[config.mk]
export PLATFORM = sky130hd
export DESIGN_NAME = imm_extend_unit
export DESIGN_NICKNAME = d
export VERILOG_FILES = /design/src/rtl/imm_ext_pkg.sv /design/src/rtl/imm_ext_core.sv /design/src/rtl/imm_extend_unit.sv
export SDC_FILE = /design/constraint.sdc
export NUM_CORES = 1
export LEC_CHECK = 0
export ABC_CLOCK_PERIOD_IN_PS = 5410
export CAP_MARGIN = 20
export CORE_ASPECT_RATIO = 0.8
export CORE_MARGIN = 2
export CORE_UTILIZATION = 61
export CTS_BUF_LIST = sky130_fd_sc_hd__clkbuf_2 sky130_fd_sc_hd__clkbuf_4 sky130_fd_sc_hd__clkbuf_8
export DETAILED_ROUTE_END_ITERATION = 8
export GPL_TIMING_DRIVEN = 0
export HOLD_SLACK_MARGIN = 0.03
export PLACE_DENSITY = 0.9
export SYNTH_ARGS = -nofsm -noshare
export SYNTH_HDL_FRONTEND = slang
export SYNTH_SLANG_ARGS = --single-unit
[constraint.sdc]
create_clock -name clk -period 5.41 [get_ports clk]
set_input_delay 1.3525 -clock clk [delete_from_list [all_inputs] [get_ports clk]]
set_output_delay 1.3525 -clock clk [all_outputs]
set_load 0.02 [all_outputs]
[src/rtl/imm_ext_pkg.sv]
// Shared encodings for the immediate extension unit: mode field and FSM state.
package imm_ext_pkg;

  localparam int MODE_W = 2;

  typedef enum logic [MODE_W-1:0] {
    IMM_ZERO = 2'b00,
    IMM_SIGN = 2'b01,
    IMM_HIGH = 2'b10,
    IMM_RSVD = 2'b11
  } imm_mode_e;

  typedef enum logic {
    ST_IDLE  = 1'b0,
    ST_ACCUM = 1'b1
  } imm_state_e;

endpackage

[src/rtl/imm_ext_core.sv]
// Combinational extender: takes the right-aligned concatenated chunks and a chunk
// count, and produces the zero/sign/high-placed OUT_W result plus overflow flag.
module imm_ext_core
  import imm_ext_pkg::*;
#(
  parameter int IN_W       = 8,
  parameter int OUT_W      = 20,
  parameter int MAX_CHUNKS = 3
) (
  input  logic [IN_W*MAX_CHUNKS-1:0]      v,
  input  logic [$clog2(MAX_CHUNKS+1)-1:0] count,
  input  imm_mode_e                       mode,
  output logic [OUT_W-1:0]                result,
  output logic                            ovf,
  output logic                            rsvd
);

  localparam int VW = IN_W * MAX_CHUNKS;
  localparam int WW = (VW > OUT_W) ? VW : OUT_W;

  int          n;
  logic [WW-1:0] vz;
  logic        sgn;

  always_comb begin
    n   = int'(count) * IN_W;
    vz  = '0;
    sgn = 1'b0;
    // Keep only the n valid bits; capture the sign bit at position n-1.
    for (int i = 0; i < VW; i++) begin
      if (i < n) vz[i] = v[i];
      if (i == n - 1) sgn = v[i];
    end

    result = '0;
    case (mode)
      IMM_SIGN: begin
        for (int i = 0; i < OUT_W; i++) result[i] = (i < n) ? vz[i] : sgn;
      end
      IMM_HIGH: begin
        if (n <= OUT_W) result = OUT_W'(vz << (OUT_W - n));
        else            result = OUT_W'(vz >> (n - OUT_W));
      end
      default: result = vz[OUT_W-1:0];
    endcase

    ovf  = (n > OUT_W);
    rsvd = (mode == IMM_RSVD);
  end

endmodule

[src/rtl/imm_extend_unit.sv]
// Chunked immediate accumulator with zero/sign/high extension and a registered
// valid/ready result stage.
module imm_extend_unit
  import imm_ext_pkg::*;
#(
  parameter int IN_W       = 8,
  parameter int OUT_W      = 20,
  parameter int MAX_CHUNKS = 3
) (
  input  logic             clk,
  input  logic             rst,
  input  logic             in_valid,
  output logic             in_ready,
  input  logic [IN_W-1:0]  in_data,
  input  logic             in_last,
  input  logic [1:0]       in_mode,
  input  logic             flush,
  output logic             out_valid,
  input  logic             out_ready,
  output logic [OUT_W-1:0] out_data,
  output logic             out_ovf,
  output logic             out_err
);

  localparam int VW = IN_W * MAX_CHUNKS;
  localparam int CW = $clog2(MAX_CHUNKS + 1);

  // Handshake: a transfer occurs on a side when its valid and ready are both high
  // at the rising edge; ready never looks at valid, and a held result may be
  // replaced in the same cycle it is consumed.
  imm_state_e      state;
  logic [VW-1:0]   acc;
  logic [CW-1:0]   count;
  logic [CW-1:0]   cnt_inc;
  logic [VW-1:0]   v_cat;
  logic            accept;
  logic            completing;
  logic [OUT_W-1:0] core_result;
  logic            core_ovf;
  logic            core_rsvd;

  assign in_ready   = !out_valid || out_ready;
  assign accept     = in_valid && in_ready && !flush;
  assign cnt_inc    = count + CW'(1);
  assign completing = in_last || (cnt_inc == CW'(MAX_CHUNKS));
  assign v_cat      = (acc << IN_W) | VW'(in_data);

  imm_ext_core #(
    .IN_W      (IN_W),
    .OUT_W     (OUT_W),
    .MAX_CHUNKS(MAX_CHUNKS)
  ) u_core (
    .v     (v_cat),
    .count (cnt_inc),
    .mode  (imm_mode_e'(in_mode)),
    .result(core_result),
    .ovf   (core_ovf),
    .rsvd  (core_rsvd)
  );

  always_ff @(posedge clk or posedge rst) begin
    if (rst) begin
      state     <= ST_IDLE;
      acc       <= '0;
      count     <= '0;
      out_valid <= 1'b0;
      out_data  <= '0;
      out_ovf   <= 1'b0;
      out_err   <= 1'b0;
    end else begin
      if (flush) begin
        state <= ST_IDLE;
        acc   <= '0;
        count <= '0;
      end else if (accept) begin
        if (completing) begin
          state <= ST_IDLE;
          acc   <= '0;
          count <= '0;
        end else begin
          state <= ST_ACCUM;
          acc   <= v_cat;
          count <= cnt_inc;
        end
      end

      // Reload wins over drain so back-to-back results stream at one per cycle.
      if (accept && completing) begin
        out_valid <= 1'b1;
        out_data  <= core_result;
        out_ovf   <= core_ovf;
        out_err   <= core_rsvd || !in_last;
      end else if (out_valid && out_ready) begin
        out_valid <= 1'b0;
      end
    end
  end

endmodule
==> summary.txt, run 1 <==
Status = complete, no violations
Dpl cells = 394
Critical path class = primary input to output pin
Part of the power in the clock network = 28.1%
Mapped Cells = 295
Sw frac = 32.9%
# fillers = 359
Layout area overhead = 20.6%
Drt pass-1 iters = 5
Minimum clock period = 4010 ps
Total Routing Usage GR = 37.8%
Mapped cell area = 2820 um^2
Clock tree sinks = 41
WHS Path Cells = 2
Reg2reg path depth = 7
Power share of the combinational group = 31.3%
DRC = 0
Arrival @ worst endpoint = 2660 ps
DRT antenna net count = 0
Hold Startpoint = out_data[15]$_DFFE_PP0P_
Crit path launch type = primary input
Slew @ Worst Pin = 862 ps
Post-DR wirelength/cell = 22.6 um
Power share of the sequential group = 40.6%
Final setup margin = 1400 ps
Top cell by count, worst path = clkdlybuf4s50_1
DRT iter0 DRCs = 313
Static leakage = 1.46 nW
Clock Root Buffer = clkbuf_8
Crit-path cells = clkdlybuf4s50_1 -> nand2b_1 -> buf_4 -> clkdlybuf4s50_1
Warnings from Yosys = 0
Hold/Removal Path Class = flop to flop
Initial antenna violation count = 0
Overall power = 0.000905 W
Clk buf depth = 2
Worst path max stage delay = 610 ps
Inserted Diodes = 0
Critical Path RT = 4060 ps
Vias = 2786
Horiz. Die Dim = 80.0 um
Nets = 365
Row count = 22
Synth top cells by count = 41 x dfrtp_1, 28 x nand2_1, 21 x a22o_1, 20 x a21oi_1, 20 x nor2b_1
First-pass GRT wire length = 14500 um
Top cell type's share of synthesized area = 36.4%
CTS resizes = 0
Vias in the first global route = 2679
Peak VDD IR = 216 uV
Async S/R FF share, synth = 100%
Pint = 0.000607 W
Max cap viols = 0
Worst-Skew Late Latency = 310 ps
PortBufs = 39
Seq cells post-synth = 41
Hold buffer count at CTS = 0
Cell taking the most area after synthesis = dfrtp_1
GRT Residual Overflow = 0
Pins Over Slew Limit = 0
RSZ-0062 raised after global routing = no
Final Wtd Congestion = 0.984
Seq/Total Area, Yosys = 36.4%
Mean post-synth cell area = 9.55 um^2
Yosys cell types = 58
Initial Util = 62.4%
Count leader, synth = dfrtp_1
DP HPWL = 6400 um
CTS tree = done
Final TNS setup = 0 ps
Critical-path top delay cell = clkdlybuf4s50_1
H-tree Lvls = 2
Register area = 1030 um^2
Layout cell share with drive strength beyond 1 = 14.6%
Layout Cells excl Fill = 402
Finish-stage setup viols = 0
Maximum fanout along the worst path = 7
Post-synthesis net count = 319
Final wirelength = 9080 um
CP startpoint = out_ready
Synth area leaders = dfrtp_1 36%, a22o_1 6.5%, nor2b_1 4.4%, nand2_1 3.7%, a21oi_1 3.6%
Prevailing post-synth register cell = dfrtp_1
# IOs = 40
Crit end category = output pin
Largest net degree at the start of global routing = 42
Die area = 5180 um^2
Max Clock Freq = 0.249 GHz
Psw = 0.000298 W
Slew HR = 42.5%
Pre-CTS setup slack = 1390 ps
Core box area = 4510 um^2
Power Density = 266 nW/um^2
Num CTS Buffers = 5
Die Y-Extent = 64.8 um
Hold slack = 498 ps
Post-DR vias/cell = 6.93
Final hold violations = 0
Reg2Reg Launch Point = count[0]$_DFFE_PP0P_
CTS clk-pin slew, worst paths = 90 ps
Period utilisation layout = 74.2%
Multi-input gate area = 1630 um^2
Post-synth EDFFs = 0
Fin Clk Skew = 16.4 ps
Post CTS Setup Buffer Count = 0
==> power groups by stage <==
stage               combinational [W]  clock [W]  sequential [W]
floorplan                    0.000119          0        0.000408
global placement             0.000275          0        0.000370
detailed placement           0.000278          0        0.000372
CTS                          0.000280   0.000254        0.000366
global route                 0.000303   0.000269        0.000371
finish                       0.000283   0.000255        0.000367
==> layer usage <==
metal / wire length [um] / track usage, % / part of all wire [%] / vias to the layer above
li1: - / - / - / 1217
met1: 3870 / 54.1 / 43 / 1316
met2: 3820 / 56.0 / 42 / 209
met3: 1060 / 10.2 / 12 / 44
met4: 327 / 12.1 / 3.6 / 0
met5: 0 / 0 / 0 / -
==> metrics by stage <==
step / util, % / area (um^2)
6_report: 75.2 / 3400
5_1_grt: 75.2 / 3400
4_1_cts: 75.2 / 3400
3_5_place_dp: 72.7 / 3280
3_3_place_gp: 72.7 / 3280
2_1_floorplan: - / 2820
==> kinds of logic (layout without fill, tap and decap cells) <==
group	count (synthesis)	count (layout)	share of synthesized area, %
adder cells (fa/ha/maj)	8	8	3.55
AND/OR/NAND/NOR	101	101	21.5
XOR/XNOR	1	1	0.311
multiplexers	4	4	1.51
flip-flops	41	41	36.4
AO/OA/AOI/OAI	106	106	30.8
buffers and inverters	34	81	5.86
==> layout by cell type, fill, tap and decap left out, types with 3 or more instances in the layout <==
| master | count |
|---|---|
| ha_1 | 8 |
| a221oi_2 | 4 |
| clkbuf_1 | 7 |
| a211oi_1 | 3 |
| or2_2 | 5 |
| dfrtp_1 | 41 |
| o22ai_1 | 3 |
| nand3b_1 | 7 |
| clkbuf_8 | 5 |
| clkdlybuf4s50_1 | 39 |
| o21ai_0 | 9 |
| nand2b_1 | 3 |
| and3b_1 | 3 |
| nor2b_1 | 20 |
| buf_4 | 4 |
| o21ai_1 | 3 |
| inv_1 | 6 |
| a22oi_1 | 4 |
| nand2_1 | 28 |
| o221ai_1 | 11 |
| buf_2 | 12 |
| a221o_1 | 4 |
| and4b_1 | 5 |
| a31o_2 | 3 |
| a22o_1 | 21 |
| a21oi_1 | 20 |
| nor2_1 | 8 |
| nand3_1 | 5 |
| and3_1 | 10 |
==> sequential cells by signal, indices dropped and copies added (netlist names) <==
name       flops
out_err        1
acc           16
out_valid      1
count          2
out_ovf        1
out_data      20
==> final cells by class <==
cell class	count	share of cell area (%)
plain buffers	25	3.87
repair buffers	39	11.5
multi-input cells	220	47.8
flip-flops and latches	41	30.2
well taps	60	2.21
clock buffers	5	2.03
clock inverters	3	1.36
inverters	9	0.994
==> final timing paths <==
kind                                            end  slack, ps
hold / removal             out_data[15]$_DFFE_PP0P_        500
max in group asynchronous      count[0]$_DFFE_PP0P_       3330
hold reg to reg            out_data[15]$_DFFE_PP0P_        500
min in group asynchronous  out_data[13]$_DFFE_PP0P_       1540
setup reg to reg                 acc[9]$_DFFE_PP0P_       2420
setup / recovery                           in_ready       1400
==> worst max-delay path: cells and delay by family <==
family,cells,cell delay (ps)
buffers and inverters,3,1220
and+or+nand+nor,1,90
Power figures use the tool's default switching activity.
==> run 2, diff against run 1 <==
ABC_CLOCK_PERIOD_IN_PS = 3500   (was 5410)
CORE_UTILIZATION = 51   (was 61)
PLACE_DENSITY = 0.8   (was 0.9)
clock period = 3.5 ns   (was 5.41 ns; I/O delays follow)
==> run 2 against run 1 <==
Net effect: combinational power rose by 53%; final cell count grew 1.2%; sequential power increased by 54%; global-route usage is 7.6 points lower; largest power group unchanged; via count decreased by 3.1%; worst setup slack got worse by 940 ps; non-clock buffer count is the same; utilization decreased by 12 points; largest cell class unchanged.
==> summary.txt, run 2 (synthesis gave the netlist of run 1 again) <==
Final TNS setup = 0 ps
Arrival @ worst endpoint = 2170 ps
Final hold violations = 0
Final setup margin = 456 ps
Worst-Skew Late Latency = 300 ps
Post-DR vias/cell = 6.63
Period utilisation layout = 87.0%
Row count = 24
Num CTS Buffers = 5
Critical-path top delay cell = clkdlybuf4s50_1
DRT antenna net count = 0
First-pass GRT wire length = 14000 um
Reg2Reg Launch Point = count[0]$_DFFE_PP0P_
DRC = 0
Minimum clock period = 3040 ps
Top cell by count, worst path = clkdlybuf4s50_1
Largest reg by FF count = out_data
Peak VDD IR = 277 uV
Part of the power in the clock network = 24.2%
Horiz. Die Dim = 87.1 um
Commonest cells after routing, fill and taps aside = 41 x dfrtp_1, 39 x clkdlybuf4s50_1, 28 x nand2_1
Maximum fanout along the worst path = 7
Die Y-Extent = 70.5 um
Post CTS Setup Buffer Count = 0
Crit end category = output pin
Die area = 6140 um^2
DP HPWL = 6280 um
Core box area = 5380 um^2
Initial Util = 52.4%
Power share of the sequential group = 42.9%
Clock tree sinks = 41
Nets = 365
H-tree Lvls = 2
CTS resizes = 0
Reg-to-reg endpoint = out_data[4]$_DFFE_PP0P_
Overall power = 0.00132 W
# IOs = 40
Fin Clk Skew = 3.94 ps
Pint = 0.000871 W
Inserted Diodes = 0
Status = complete, no violations
Finish-stage setup viols = 0
Power share of the combinational group = 32.9%
Final wirelength = 8900 um
Total Routing Usage GR = 30.3%
Critical Path RT = 2620 ps
Hold Path End = out_data[14]$_DFFE_PP0P_
CTS clk-pin slew, worst paths = 80 ps
Critical path class = primary input to output pin
Pins Over Slew Limit = 0
PortBufs = 39
Slew HR = 41.9%
Layout area overhead = 19.8%
Worst R2R Setup Slack = 470 ps
Hold buffer count at CTS = 0
Slew @ Worst Pin = 870 ps
Clk buf depth = 2
Crit path launch type = primary input
Biggest regs = out_data x20, acc x16, count x2
CTS tree = done
Vias in the first global route = 2512
Power Density = 390 nW/um^2
Max Clock Freq = 0.329 GHz
Drt pass-1 iters = 5
Sw frac = 33.9%
Vias = 2699
Final Wtd Congestion = 0.988
Largest net degree at the start of global routing = 42
Pre-CTS setup slack = 309 ps
Max reg flops = 20
Max cap viols = 0
Worst path max stage delay = 610 ps
Most common cell after layout, fill and taps aside = dfrtp_1
Hold/Removal Path Class = flop to flop
Crit-path cells = clkdlybuf4s50_1 -> nand2b_1 -> buf_4 -> clkdlybuf4s50_1
Clock Root Buffer = clkbuf_8
RSZ-0062 raised after global routing = no
Initial antenna violation count = 0
Static leakage = 1.46 nW
WHS Path Cells = 2
Post-DR wirelength/cell = 21.9 um
Hold Startpoint = out_data[14]$_DFFE_PP0P_
Psw = 0.000447 W
Layout cell share with drive strength beyond 1 = 14.6%
DRT iter0 DRCs = 322
GRT Residual Overflow = 0
Reg2reg path depth = 8
[run 2: changes by cell type in the layout (fill, tap and decap cells not counted)]
cell,previous run,this run
clkbuf_4,0,1
clkinv_2,0,2
clkinvlp_4,1,0
bufinv_16,1,0
clkinv_4,1,0
[run 2: per-layer routing]
| layer | track usage, % | share of wire (%) | vias up |
|---|---|---|---|
| met5 | 0 | 0 | - |
| met4 | 5.03 | 1.2 | 0 |
| met3 | 7.21 | 10 | 15 |
| met2 | 43.3 | 43 | 166 |
| met1 | 46.9 | 45 | 1293 |
| li1 | - | - | 1225 |
[run 2: stage by stage]
stage	hold slack, ps	instances	util (%)	cell area, um^2
after detailed placement	472	399	61.2	3290
after global routing	525	407	62.8	3370
after global placement	476	399	61.2	3290
final	492	407	62.8	3370
after CTS	500	407	62.8	3370
after floorplan	511	295	-	2820
[run 2: area by class of cell]
| class | instances | area (um^2) |
|---|---|---|
| fillers | 473 | 2000 |
| multi-input cells | 220 | 1630 |
| flip-flops and latches | 41 | 1030 |
| repair buffers | 39 | 390 |
| plain buffers | 25 | 131 |
| well taps | 65 | 81.3 |
| clock buffers | 6 | 76.3 |
| inverters | 9 | 33.8 |
| clock inverters | 2 | 10.0 |
[run 2: critical path: cells and delay by family]
kind / cells / cell delay (ps)
buf+inv: 3 / 1200
simple gates: 1 / 90
[run 2: worst max-delay path by stage]
stage | startpoint | slack, ps | cells past startpoint | endpoint
floorplan | count[0]$_DFFE_PP0P_ | 1290 | 9 | out_data[7]$_DFFE_PP0P_
CTS | out_ready | 450 | 4 | in_ready
finish | out_ready | 460 | 4 | in_ready
global route | count[0]$_DFFE_PP0P_ | 400 | 8 | out_data[6]$_DFFE_PP0P_
global placement | in_mode[0] | 320 | 8 | out_data[9]$_DFFE_PP0P_
detailed placement | in_mode[0] | 310 | 8 | out_data[12]$_DFFE_PP0P_
[run 2: power by group through the flow]
stage                     Clock (W)  Sequential [W]  Combinational [W]
after CTS                  0.000323        0.000564           0.000431
after detailed placement          0        0.000574           0.000428
after floorplan                   0        0.000631           0.000185
final                      0.000319        0.000565           0.000433
after global placement            0        0.000573           0.000426
after global routing       0.000339        0.000570           0.000465
